$ cat src/rtl/cam_i2c_cmd_sequencer.sv
// Expands a camera register-table instruction into a burst of 16-bit I2C writes,
// with per-word retry on NACK/timeout and a sticky error report.
module cam_i2c_cmd_sequencer #(
  parameter int MAX_RETRY   = 2,
  parameter int TIMEOUT_CYC = 1024
) (
  input  logic         sysClk,
  input  logic         sysRst_n,
  input  logic [7:0]   reg_addr,
  input  logic [127:0] reg_data,
  input  logic         instr_valid,
  output logic         instr_ready,
  output logic [7:0]   cam_i2c_addr,
  output logic [15:0]  cam_i2c_data,
  output logic         cam_id,
  output logic         cmd_valid,
  input  logic         cmd_ready,
  input  logic         i2c_done,
  input  logic         i2c_nack,
  output logic         busy,
  output logic         seq_done,
  output logic         err_flag,
  output logic [1:0]   err_code,
  input  logic         err_clr
);
  localparam int RW = $clog2(MAX_RETRY + 2);
  localparam int TW = $clog2(TIMEOUT_CYC + 1);

  typedef enum logic [2:0] {IDLE, ISSUE, WAIT, NEXT, FINISH} state_t;

  state_t         state_q, state_d;
  logic [127:0]   data_q, data_d;
  logic [7:0]     base_q, base_d;
  logic [2:0]     cnt_q, cnt_d, k_q, k_d;
  logic           cam_q, cam_d;
  logic [RW-1:0]  retry_q, retry_d;
  logic [TW-1:0]  tmo_q, tmo_d;
  logic           seq_done_q, err_flag_q;
  logic [1:0]     err_code_q;
  logic           err_rec, fail;
  logic [1:0]     err_val, fail_code;
  logic           map_ok, map_cam;
  logic [7:0]     map_base;
  logic [2:0]     map_cnt;

  always_comb begin
    map_ok   = 1'b1;
    map_cam  = 1'b0;
    map_base = 8'h20;
    map_cnt  = 3'd2;
    case (reg_addr)
      8'h02: ;
      8'h03: map_cam = 1'b1;
      8'h05: begin map_base = 8'h40; map_cnt = 3'd4; end
      8'h06: begin map_base = 8'h40; map_cnt = 3'd4; map_cam = 1'b1; end
      default: begin map_ok = 1'b0; map_base = 8'h00; map_cnt = 3'd0; end
    endcase
  end

  always_comb begin
    state_d   = state_q;
    data_d    = data_q;
    base_d    = base_q;
    cnt_d     = cnt_q;
    cam_d     = cam_q;
    k_d       = k_q;
    retry_d   = retry_q;
    tmo_d     = tmo_q;
    err_rec   = 1'b0;
    err_val   = 2'd0;
    fail      = 1'b0;
    fail_code = 2'd0;
    case (state_q)
      IDLE: if (instr_valid) begin
        data_d  = reg_data;
        base_d  = map_base;
        cnt_d   = map_cnt;
        cam_d   = map_cam;
        k_d     = '0;
        retry_d = '0;
        tmo_d   = '0;
        if (map_ok) state_d = ISSUE;
        else begin
          state_d = FINISH;
          err_rec = 1'b1;
          err_val = 2'd3;
        end
      end
      ISSUE: if (cmd_ready) begin
        tmo_d   = '0;
        state_d = WAIT;
      end
      WAIT: begin
        if (i2c_done && !i2c_nack) state_d = NEXT;
        else if (i2c_done) begin fail = 1'b1; fail_code = 2'd1; end
        else if (tmo_q == TW'(TIMEOUT_CYC - 1)) begin fail = 1'b1; fail_code = 2'd2; end
        else tmo_d = tmo_q + TW'(1);
        // retry the same word until the budget is spent, then give up on the rest
        if (fail) begin
          if (retry_q < RW'(MAX_RETRY)) begin
            retry_d = retry_q + RW'(1);
            state_d = ISSUE;
          end else begin
            err_rec = 1'b1;
            err_val = fail_code;
            state_d = FINISH;
          end
        end
      end
      NEXT: begin
        k_d     = k_q + 3'd1;
        retry_d = '0;
        state_d = (k_d < cnt_q) ? ISSUE : FINISH;
      end
      FINISH:  state_d = IDLE;
      default: state_d = IDLE;
    endcase
  end

  always_ff @(posedge sysClk or negedge sysRst_n) begin
    if (!sysRst_n) begin
      state_q    <= IDLE;
      data_q     <= '0;
      base_q     <= '0;
      cnt_q      <= '0;
      cam_q      <= 1'b0;
      k_q        <= '0;
      retry_q    <= '0;
      tmo_q      <= '0;
      seq_done_q <= 1'b0;
      err_flag_q <= 1'b0;
      err_code_q <= 2'd0;
    end else begin
      state_q    <= state_d;
      data_q     <= data_d;
      base_q     <= base_d;
      cnt_q      <= cnt_d;
      cam_q      <= cam_d;
      k_q        <= k_d;
      retry_q    <= retry_d;
      tmo_q      <= tmo_d;
      seq_done_q <= (state_q == FINISH);
      if (err_rec) begin
        err_flag_q <= 1'b1;
        err_code_q <= err_val;
      end else if (err_clr) begin
        err_flag_q <= 1'b0;
        err_code_q <= 2'd0;
      end
    end
  end

  assign instr_ready  = (state_q == IDLE);
  assign busy         = (state_q != IDLE);
  assign cmd_valid    = (state_q == ISSUE);
  assign cam_i2c_addr = base_q + {5'd0, k_q};
  assign cam_i2c_data = data_q[{k_q, 4'd0} +: 16];
  assign cam_id       = cam_q;
  assign seq_done     = seq_done_q;
  assign err_flag     = err_flag_q;
  assign err_code     = err_code_q;
endmodule

$ cat config.mk
export PLATFORM = sky130hd
export DESIGN_NAME = cam_i2c_cmd_sequencer
export DESIGN_NICKNAME = d
export VERILOG_FILES = /design/src/rtl/cam_i2c_cmd_sequencer.sv
export SDC_FILE = /design/constraint.sdc
export NUM_CORES = 1
export LEC_CHECK = 0
export CORE_MARGIN = 10
export CORE_UTILIZATION = 49
export CTS_BUF_LIST = sky130_fd_sc_hd__clkbuf_8
export CTS_CLUSTER_SIZE = 8
export DETAILED_ROUTE_END_ITERATION = 7
export DONT_BUFFER_PORTS = 1
export GPL_TIMING_DRIVEN = 0
export PLACE_DENSITY = 0.63
export SLEW_MARGIN = 25
export SYNTH_ARGS = -nofsm -noshare
export SYNTH_HDL_FRONTEND = slang
export SYNTH_SLANG_ARGS = --single-unit
$ cat constraint.sdc
create_clock -name sysClk -period 3.1 [get_ports sysClk]
set_clock_uncertainty 0.2 [all_clocks]
set_input_delay 0.155 -clock sysClk [delete_from_list [all_inputs] [get_ports sysClk]]
set_output_delay 0.155 -clock sysClk [all_outputs]
set_load 0.03 [all_outputs]
==> impl_metrics.tcl <==
set metrics [dict create \
    synth_xor_xnor_area_share_pct 1.437 \
    hold_class "in -> async" \
    synth_compound_area_share_pct 2.224 \
    dp_hpwl_um 15740 \
    drt_iter0_markers 426 \
    drc_errors 0 \
    tns_ns 0 \
    critical_path.cell_chain "clkbuf_1 -> clkbuf_2 -> mux4_2 -> mux2_2" \
    timing.final.crit_share_pct 96.84 \
    yosys_most_used_dff "dfrtp_1" \
    async_flop_share_pct 100.0 \
    cpPeakStageDelay_ns 0.57 \
    cts_max_level 4 \
    dieArea_sq_mm 0.02021 \
    cts_tree "built" \
    clk_latency_ns 0.47 \
    drive_above_1_share_pct 13.56 \
    wl_um 23310 \
    critPathKind "reg -> out" \
    cts-buffers-inserted 17 \
    synthToLayoutAreaGrowth_pct 29.60 \
    synth-simple-area-share_pct 26.84 \
    critPathMaxFanout 10 \
    endpoint_kind "output pin" \
    r2r_start "tmo_q[0]$_DFFE_PN0P_" \
    hold_viol 154 \
    dr.pass1.iters 6 \
    cts_sinks 154 \
    yosysWarnings 0 \
    regArea_sq_mm 0.003855 \
    port_buffers 0 \
    muxShareOfSynthArea_pct 12.68 \
    grt_pass1_wl_um 36270 \
    maxSlewHeadroom_pct 55.40 \
    synthAdderAreaFrac_pct 0.5133 \
    fin_crit_ns 3.002 \
    timing.rr.end "err_code[0]$_DFFE_PN0P_" \
    clkTransAtPathRegs_ns 0.09 \
    cts_buffer_depth 2 \
    maxCapViolCount 0 \
    syn_inst 764 \
    rr_worst_depth 8 \
    worstMarginPinSlew_ns 0.6666 \
    synth_edf_count 0 \
    gp_congestion 0.8517 \
    wl_per_cell_um 20.67 \
    critical_path_required_ns 2.74 \
    postLayoutCellArea_sq_mm 0.009478 \
    num_vias 6189 \
    status "finished with violations" \
    track_usage_pct 23.27 \
    worst_ep_arrival_time_ns 2.65 \
    ys_types 45 \
    worst_ir_drop_vdd_mv 0.3828 \
    violations "hold timing" \
    die_w_um 142.2 \
    root_buffer "clkbuf_8" \
    antenna_found_initial 0 \
    cts_setup_buffers 0 \
    synth_area_sq_mm 0.007313 \
    ys_seq_area_share_pct 52.69 \
    multi_input_area_sq_mm 0.003212 \
    slew_violations 0 \
    synth_top_family_by_area "simple AND/OR/NAND/NOR gates" \
    fillers 1155 \
    hold_slack_ns -0.8336 \
    place_area_sq_mm 0.007551 \
    grt_max_degree 155 \
    start_kind "flip-flop" \
    total_power_mw 6.195 \
    place_ws_ns 0.09407 \
    fp-row-count 44 \
    holdBufCountCts 146 \
    vias_per_cell 5.487 \
    postRouteAntennaNets 0 \
    overflow 0 \
    ioPinCount 175 \
    p_leak_nw 4.557 \
    ys_seq_elements 154 \
    nets 1077 \
    first_global_vias 6631 \
    setup_violations 0 \
    die_h_um 142.2 \
    syn_avg_cell_area_sq_um 9.572 \
    rsz0062_at_grt "no" \
    max_freq_mhz 333.1 \
    layout_setup_ws_ns 0.09795 \
    coreArea_sq_mm 0.01459 \
    start_util_pct 50.13 \
    cp_slowest_cell "dfrtp_1" \
    antenna_cells 0 \
    power_density_mw_per_mm2 653.6 \
    r2r_setup_slack_ns 0.18 \
]
final cells by class:
| cell class | count | share of cell area [%] |
|---|---|---|
| plain buffers | 47 | 2.640 |
| clock buffers | 20 | 2.904 |
| clock inverters | 12 | 1.809 |
| inverters | 6 | 0.2376 |
| multi-input cells | 559 | 33.89 |
| flip-flops and latches | 154 | 40.67 |
| well taps | 184 | 2.429 |
| repair buffers | 146 | 15.42 |
report_power, final:
group	switching, mW	leakage (nW)	internal [mW]
combinational	0.960	2.41	0.653
sequential	0.331	1.92	2.54
clock	0.778	0.226	0.936
total	2.07	4.56	4.13
Yosys cell counts (2+ instances only):
| library cell | instances | area share (%) |
|---|---|---|
| mux2_2 | 17 | 2.6 |
| nor2_1 | 20 | 1.0 |
| or2_2 | 2 | 0.17 |
| mux4_2 | 32 | 9.9 |
| nor4_1 | 4 | 0.34 |
| o21ai_0 | 6 | 0.41 |
| nor3b_1 | 4 | 0.41 |
| nand4_1 | 2 | 0.17 |
| buf_6 | 3 | 0.46 |
| nand2b_1 | 3 | 0.26 |
| clkbuf_1 | 17 | 0.87 |
| inv_1 | 6 | 0.31 |
| buf_1 | 2 | 0.10 |
| xor2_1 | 2 | 0.24 |
| nand3_1 | 8 | 0.55 |
| nand3b_1 | 2 | 0.21 |
| xnor2_1 | 10 | 1.2 |
| dfrtp_1 | 154 | 53 |
| nor3_1 | 5 | 0.34 |
| nand2_1 | 402 | 21 |
| nor4_4 | 4 | 1.2 |
| a21oi_1 | 9 | 0.62 |
| o31ai_1 | 3 | 0.31 |
| buf_2 | 22 | 1.5 |
| buf_4 | 3 | 0.31 |
| ha_1 | 3 | 0.51 |
routing by layer:
layer	global-route usage, %	up-vias	wire (um)
met5	0	-	0
met3	6.142	47	1642
met2	37.72	263	11410
met4	9.145	0	646
met1	29.06	3073	9611
li1	-	2806	-
cells in the final DEF, fill, tap and decap left out, drive strengths merged, types with 3 or more instances in the layout:
cell and n:
nand2b 3, o21ai 6, inv 7, nand4 3, mux4 32, bufinv 4
clkbuf 37, nor3 5, xnor2 10, clkinv 5, dlygate4sd3 146, o31ai 3
mux2 18, a21oi 10, conb 3, nand3 8, nor2 20, ha 3
nand2 402, nor4 9, dfrtp 154, or2 3, nor3b 4, buf 30
cells by family (layout without fill, tap and decap cells):
kind of cell,after synthesis,in the layout
other,1,3
multiplexers,50,50
adder cells (fa/ha/maj),3,3
XOR/XNOR,12,12
AO/OA/AOI/OAI,26,26
buffers and inverters,53,231
flip-flops,154,154
AND/OR/NAND/NOR,465,465
what timing repair did:
action,in CTS,in global routing
gates resized for setup,6,4
endpoints found under the hold margin,299,154
setup endpoints to repair,16,9
critical path, delay by kind of cell, from the launching register on:
family	cells	cell delay [ns]
mux	2	0.81
flops	1	0.57
buf+inv	2	0.80
worst max-delay path by stage:
| stage | startpoint | to | slack (ns) | depth (start not counted) |
|---|---|---|---|---|
| after CTS | k_q[0]$_DFFE_PN0P_ | cam_i2c_data[7] | 0.03 | 4 |
| after detailed placement | k_q[2]$_DFFE_PN0P_ | state_q[2]$_DFFE_PN0P_ | 0.09 | 7 |
| after global placement | k_q[2]$_DFFE_PN0P_ | state_q[2]$_DFFE_PN0P_ | 0.11 | 7 |
| after global routing | k_q[1]$_DFFE_PN0P_ | cam_i2c_data[5] | 0.009 | 4 |
| final | k_q[1]$_DFFE_PN0P_ | cam_i2c_data[8] | 0.1 | 4 |
| after floorplan | k_q[2]$_DFFE_PN0P_ | state_q[2]$_DFFE_PN0P_ | 0.62 | 7 |
registers in the layout, summed over array words and instances (netlist names):
signal,count
cam_id,1
cnt_q,2
data_q,128
err_code,2
err_flag,1
k_q,3
retry_q,2
seq_done,1
state_q,3
tmo_q,11
metrics by stage:
stage	utilization [%]	hold slack, ns	instances
floorplan	-	-0.3406	766
global placement	51.76	-0.3333	950
detailed placement	51.76	-0.3338	950
CTS	64.91	-0.8491	1128
global route	64.97	-0.8535	1128
finish	64.97	-0.8336	1128
(Power assumes the default switching activity.)
